File: src/rtl/reg_file_sb.sv
// Register file with integrated pending-write scoreboard: two combinational read
// ports, one write port, per-register busy bits and a running busy count.
module reg_file_sb #(
  parameter int XLEN   = 32,
  parameter int NREGS  = 32,
  parameter int AW     = $clog2(NREGS),
  parameter int BYPASS = 1
) (
  input  logic            clk,
  input  logic            rst,
  input  logic [AW-1:0]   A1,
  input  logic [AW-1:0]   A2,
  output logic [XLEN-1:0] RD1,
  output logic [XLEN-1:0] RD2,
  output logic            BUSY1,
  output logic            BUSY2,
  input  logic [AW-1:0]   A3,
  input  logic [XLEN-1:0] WD3,
  input  logic            WE3,
  input  logic            SET_EN,
  input  logic [AW-1:0]   SET_ADDR,
  output logic [AW:0]     BUSY_CNT
);

  localparam logic          BYP     = (BYPASS != 0);
  localparam logic [AW:0]   CNT_MAX = (AW+1)'(NREGS - 1);

  logic [XLEN-1:0] regs [NREGS];
  logic [NREGS-1:0] busy_q;
  logic [NREGS-1:0] busy_nxt;
  logic [AW:0]      cnt_q;
  logic [AW:0]      cnt_nxt;
  logic             we_hit;
  logic             set_hit;
  logic             cnt_inc;
  logic             cnt_dec;
  logic [XLEN-1:0]  stored1;
  logic [XLEN-1:0]  stored2;

  // Counter moves by at most one per edge; clamped so it can never wrap.
  function automatic logic [AW:0] cnt_update(input logic [AW:0] cnt,
                                             input logic inc, input logic dec);
    logic [AW:0] res;
    res = cnt;
    if (inc && !dec) begin
      res = (cnt == CNT_MAX) ? cnt : cnt + 1'b1;
    end else if (dec && !inc) begin
      res = (cnt == '0) ? cnt : cnt - 1'b1;
    end
    return res;
  endfunction

  function automatic logic [XLEN-1:0] rd_sel(input logic [XLEN-1:0] stored,
                                             input logic [AW-1:0] addr);
    logic [XLEN-1:0] res;
    res = stored;
    if (rst || addr == '0) begin
      res = '0;
    end else if (BYP && WE3 && A3 == addr) begin
      res = WD3;
    end
    return res;
  endfunction

  function automatic logic busy_sel(input logic [AW-1:0] addr);
    logic res;
    res = busy_q[addr];
    if (rst || addr == '0) begin
      res = 1'b0;
    end else if (BYP && WE3 && A3 == addr) begin
      res = 1'b0;
    end
    return res;
  endfunction

  assign we_hit  = WE3 && (A3 != '0);
  assign set_hit = SET_EN && (SET_ADDR != '0);

  always_comb begin
    busy_nxt = busy_q;
    if (we_hit) begin
      busy_nxt[A3] = 1'b0;
    end
    // Set is applied after clear so a same-address collision leaves the bit set.
    if (set_hit) begin
      busy_nxt[SET_ADDR] = 1'b1;
    end
    busy_nxt[0] = 1'b0;
  end

  always_comb begin
    cnt_inc = set_hit && !busy_q[SET_ADDR];
    cnt_dec = we_hit && busy_q[A3] && !(set_hit && SET_ADDR == A3);
    cnt_nxt = cnt_update(cnt_q, cnt_inc, cnt_dec);
  end

  always_ff @(posedge clk) begin
    if (rst) begin
      busy_q <= '0;
      cnt_q  <= '0;
    end else begin
      busy_q <= busy_nxt;
      cnt_q  <= cnt_nxt;
    end
  end

  always_ff @(posedge clk) begin
    if (rst) begin
      for (int i = 0; i < NREGS; i++) begin
        regs[i] <= '0;
      end
    end else if (we_hit) begin
      regs[A3] <= WD3;
    end
  end

  always_comb begin
    stored1 = regs[A1];
    stored2 = regs[A2];
    RD1     = rd_sel(stored1, A1);
    RD2     = rd_sel(stored2, A2);
    BUSY1   = busy_sel(A1);
    BUSY2   = busy_sel(A2);
  end

  assign BUSY_CNT = cnt_q;

endmodule

File: config.mk
export PLATFORM = sky130hd
export DESIGN_NAME = reg_file_sb
export DESIGN_NICKNAME = d
export VERILOG_FILES = /design/src/rtl/reg_file_sb.sv
export SDC_FILE = /design/constraint.sdc
export NUM_CORES = 2
export LEC_CHECK = 0
export BUFFER_PORTS_ARGS = -buffer_cell sky130_fd_sc_hd__buf_2
export CAP_MARGIN = 15
export CORE_AREA = 4 4 294 512
export CTS_CLUSTER_DIAMETER = 200
export DETAILED_ROUTE_END_ITERATION = 10
export DIE_AREA = 0 0 298 516
export PLACE_DENSITY = 0.65
export SLEW_MARGIN = 20
export SYNTH_ARGS = -nofsm -noshare
export SYNTH_HDL_FRONTEND = slang
export SYNTH_SLANG_ARGS = --single-unit
File: constraint.sdc
create_clock -name clk -period 8.5 [get_ports clk]
set_input_delay 0.85 -clock clk [delete_from_list [all_inputs] [get_ports clk]]
set_output_delay 0.85 -clock clk [all_outputs]
set_load 0.05 [all_outputs]
Word level (Yosys, flattened, before mapping):

Memory sizes are Yosys's and may differ from the RTL's.
Index checks and enable logic that the tools add are counted.

* order comparisons: 6
* bitwise logic cells: 3
* add/subtract/negate cells: 2
* eq/ne operators: 6
* mux-type cells: 34
* reduce and logical (&&, ||, !) cells: 26

Operators by type and width (count)
* 32-bit two-way mux: 7
* 32-bit AND: 1
* 32-bit inverter: 1
* 32-bit bitwise OR: 1
* 32-bit OR reduction: 1
* 5-bit by 6-bit less-than comparator with 1-bit output (second input constant): 4
* 6-bit two-way mux: 4
* 1-bit binary-select mux with 5-bit select: 4
* 1-bit two-way mux: 16
* 5-bit equality test: 3
* 1-bit logical AND: 12
* 1-bit demux with 5-bit select: 2
* 5-bit by 1-bit greater-or-equal comparator with 1-bit output (second input constant): 2
* 5-bit zero test: 2
* 5-bit nonzero test: 2
* 6-bit by 1-bit adder with 6-bit output (second input constant): 1
* 6-bit by 5-bit equality test with 1-bit output (second input constant): 1
* 6-bit zero test: 1
* 6-bit by 1-bit subtractor with 6-bit output (second input constant): 1
* 5-bit two-way mux: 1
* 1-bit zero test: 4
* 2-bit inequality test (second input constant): 2
* 3-bit AND reduction: 1
* 1-bit logical OR: 2
* 2-bit nonzero test: 1

* input port bits: 56
* bits in writable memories: 1024
* register bits after elaboration: 38
* memories kept: 1

Memories
* regs: words 32, width 32, rd ports 2, clocked after memory_dff 0, wr ports 32, line 28 `logic [XLEN-1:0] regs [NREGS];`

Logic depth before layout (Yosys ltp):

* depth after elaboration: 9
* depth in mapped cells: 15
* gate-level depth less buffers: 13

Worst setup path before layout:

OpenSTA, ideal clock, no wires.

* kind: input to register
* start: input port SET_ADDR[0]
* end: register cnt_q[5] (netlist: BUSY_CNT[5])
* stages: 13
* setup slack: 4209 ps
* path buffers: 2
* data arrival time: 4170 ps
* required time: 8379 ps
* cell sequence: clkbuf_1 buf_2 mux4_2 mux4_2 a211oi_1 ha_1 inv_1 ha_1 a21oi_1 a21oi_1 o21a_1 o21a_1 mux2_2

* longest elaborated chain between the ends: 9
* elaborated cells on any way between the ends: 19

RTL lines
* start, declared: line 21 `input logic [AW-1:0] SET_ADDR,`
* branches (longest 9 deep; another with 1-bit binary-select mux with 5-bit select)
* end signal, assigned: line 103 `cnt_q <= cnt_nxt;`
* end, declared: line 31 `logic [AW:0] cnt_q;`

Several ways; the timed one is not identified. The select of a mux whose other input is x is not followed.
A chain may end at the register's enable or synchronous reset.

Worst setup path in the final report:

* start: input port A2[0]
* end: output port RD2[31]

* longest elaborated chain between the ends: 4
* elaborated cells on any way between the ends: 7

RTL lines
* start, declared: line 12 `input logic [AW-1:0] A2,`
* branches (longest 3 deep; another with memory read 32 x 32 bit)
* 32-bit two-way mux (*): line 57 `if (rst || addr == '0) begin`
* end, declared: line 14 `output logic [XLEN-1:0] RD2,`

Mark *: on every way between the ends.

==> flow_metrics.tcl <==
set metrics [dict create \
    status "finished clean" \
    power_w 0.0126 \
    holdPathEnd "busy_q[23]" \
    antenna_found_initial 36 \
    r2r_end "BUSY_CNT[5]" \
    arrival_ns 4.35 \
    reg2reg_slack_ns 4.68 \
    yosys_warnings 0 \
    startpoint_type "input pin" \
    hold_start "busy_q[23]" \
    numCtsBuffers 99 \
    nets 3950 \
    cts_root_buffer "clkbuf_16" \
    die_area_sq_um 154000 \
    cts_tree "yes" \
    slew_headroom 0.203 \
    switchingPower_w 0.00335 \
    synth_edf_count 1024 \
    synthTopCellsByArea "edfxtp_1, mux4_2, and2_1" \
    ir_drop_v 0.000153 \
    syn-instance-count 3952 \
    critPathSlowestCell "buf_4" \
    crit_type "in -> out" \
    clockPowerShare 0.372 \
    drc 0 \
    seq_area_frac_synth 0.542 \
    grt-ovfl-total 0 \
    grt_start_max_net_pins 105 \
    r2r_cells 13 \
    final-hold-violation-count 0 \
    hold_slack_ns 0.534 \
    synth.avg_cell_area_sq_um 14.7 \
    htreeDepth 3 \
    core-area_sq_um 147000 \
    hpwl_mm 117 \
    cp.required_ns 7.65 \
    drt-total-wl_mm 215 \
    fin_crit_sh 0.612 \
    yosysMostFrequentCell "edfxtp_1" \
    whs_path_depth 2 \
    post-route-util 0.436 \
    gp_congestion 0.857 \
    fillers 12885 \
    synthArstFlopShare 0 \
    portBuffers 127 \
    finalSetupTns_ns 0 \
    finalSetupViolations 0 \
    ctsResizeCount 0 \
    wl_per_cell_microns 36.6 \
    postRouteAntennaNets 0 \
    rows 186 \
    viasPerCell 6.62 \
    worst_clock_skew_ns 0.0240 \
    grt_pass1_wl_mm 299 \
    cts_setup_buffers 0 \
    endpoint_kind "output port" \
    hold_buffers 0 \
    clk_pin_slew_worst_paths_ns 0.07 \
    synth_ff_type "edfxtp_1" \
    die_w_microns 298 \
    dr.pass1.iters 8 \
    syn-cell-area_sq_um 58100 \
    critPathBufInv 4 \
    power.internal_w 0.00929 \
    vias 38841 \
    pwr-share-comb 0.138 \
    fmax_mhz 192 \
    grt_pass1_vias 39197 \
    rsz0062_at_grt "no" \
    fin_ws_ns 3.30 \
    drtIter0Drc 6059 \
    crit_path_max_incr_delay_ns 0.80 \
    ys_types 55 \
    synth_largest_area_cell "edfxtp_1" \
    clock-sinks 1061 \
    multi_input_area_sq_um 25100 \
    io_pins 128 \
    cpLargestDelayFamily "buffers and inverters" \
    pwr-share-seq 0.490 \
    clk_latency_ns 0.74 \
    worst_pin_slew_ns 1.19 \
    crit_path_max_fanout 80 \
    start_util 0.396 \
    worstHoldPathType "reg -> reg" \
    synth_top_area_frac 0.529 \
    maxSlewViolCount 0 \
    synth-seq-cells 1061 \
    leakage_nw 21.9 \
    r2r-start "busy_q[3]" \
    layout-drive-gt1-share 0.252 \
    areaGrowthSynthToFinish_pct 10.0 \
    swShare 0.265 \
    die_h_microns 516 \
    clock_path_buffers 3 \
    p_per_area_nw_per_um2 198 \
    pre_cts_ws_ns 3.20 \
    netlist_top_cells_count "edfxtp_1, and2_1, mux4_2" \
    drv_cap 0 \
    grt.total_usage 0.275 \
    register_area_sq_um 31500 \
    critical_path.cell_chain "buf_8, buf_4, mux4_2, nor2b_1, a211oi_1, a211oi_1, buf_4, a211o_1, buf_2" \
    cp.depth 9 \
    period_minus_slack_ns 5.20 \
]
-- layout by cell type, fill, tap and decap left out, drive strengths merged, types with 25 or more instances in the layout --
cell type	count
conb	32
nor2	59
a221oi	34
buf	232
a211o	31
nand3	25
nand2	63
dfxtp	37
a221o	28
nand2b	30
and2	1005
nor2b	76
clkinv	38
o21ai	35
a211oi	130
a21oi	51
mux4	535
edfxtp	1024
a21o	28
clkbuf	116
inv	31
nor3	45
mux2i	144
-- how the worst max path moves through the flow --
stage,to,start,slack (ns)
finish,RD2[31],A2[0],3.30
global route,RD2[31],A2[0],3.08
CTS,RD2[31],A2[0],3.20
detailed placement,RD2[31],A2[0],3.20
global placement,RD2[31],A2[0],3.20
floorplan,BUSY_CNT[5],SET_ADDR[0],4.21
-- flip-flops by register name (all words and copies together) (netlist names) --
| register | count |
|---|---|
| regs | 1024 |
| busy_q | 31 |
| BUSY_CNT | 6 |
-- power by group through the flow --
stage                     Clock, W  Combinational [W]  Sequential (W)
after floorplan                  0            0.00116         0.00625
after global placement           0            0.00171         0.00628
after detailed placement         0            0.00172         0.00630
after CTS                  0.00471            0.00173         0.00619
after global routing       0.00491            0.00181         0.00622
final                      0.00470            0.00174         0.00620
-- per-stage QoR --
step | cells | instance area [sq um]
6_report | 5868 | 63900
2_1_floorplan | 3983 | 58200
3_3_place_gp | 5666 | 60600
3_5_place_dp | 5666 | 60600
4_1_cts | 5847 | 63900
5_1_grt | 5850 | 63900
-- worst min-delay path: stages (launching register included) --
cell and delay [ns]:
dfxtp_1 0.35, inv_1 0.06, o21ai_0 0.07
-- cells by family (layout without fill, tap and decap cells) --
group                    after synthesis  in the layout  synth area share
AO/OA/AOI/OAI                        390            390            0.0494
XOR/XNOR                              18             18           0.00271
adder cells (fa/ha/maj)                7              7           0.00164
buffers and inverters                455            439            0.0335
flip-flops                          1061           1061             0.542
multiplexers                         687            687             0.234
other                                  1             53         0.0000645
AND/OR/NAND/NOR                     1333           1333             0.137
-- layer usage --
layer | GRT usage | vias to the layer above | wire (microns)
li1 | - | 15056 | -
met1 | 0.328 | 20044 | 71100
met2 | 0.448 | 2936 | 102000
met3 | 0.0655 | 793 | 25400
met4 | 0.178 | 12 | 16000
met5 | 0 | - | 60
-- cell type report --
class	count	share of cell area
timing repair buffer	233	0.0243
multi-input combinational	2467	0.392
tap	1880	0.0368
antenna	21	0.000822
clock buffer	115	0.0400
inverter	25	0.00151
clock inverter	66	0.0117
sequential	1061	0.492
Note: power is estimated with default switching activity, not from simulation.
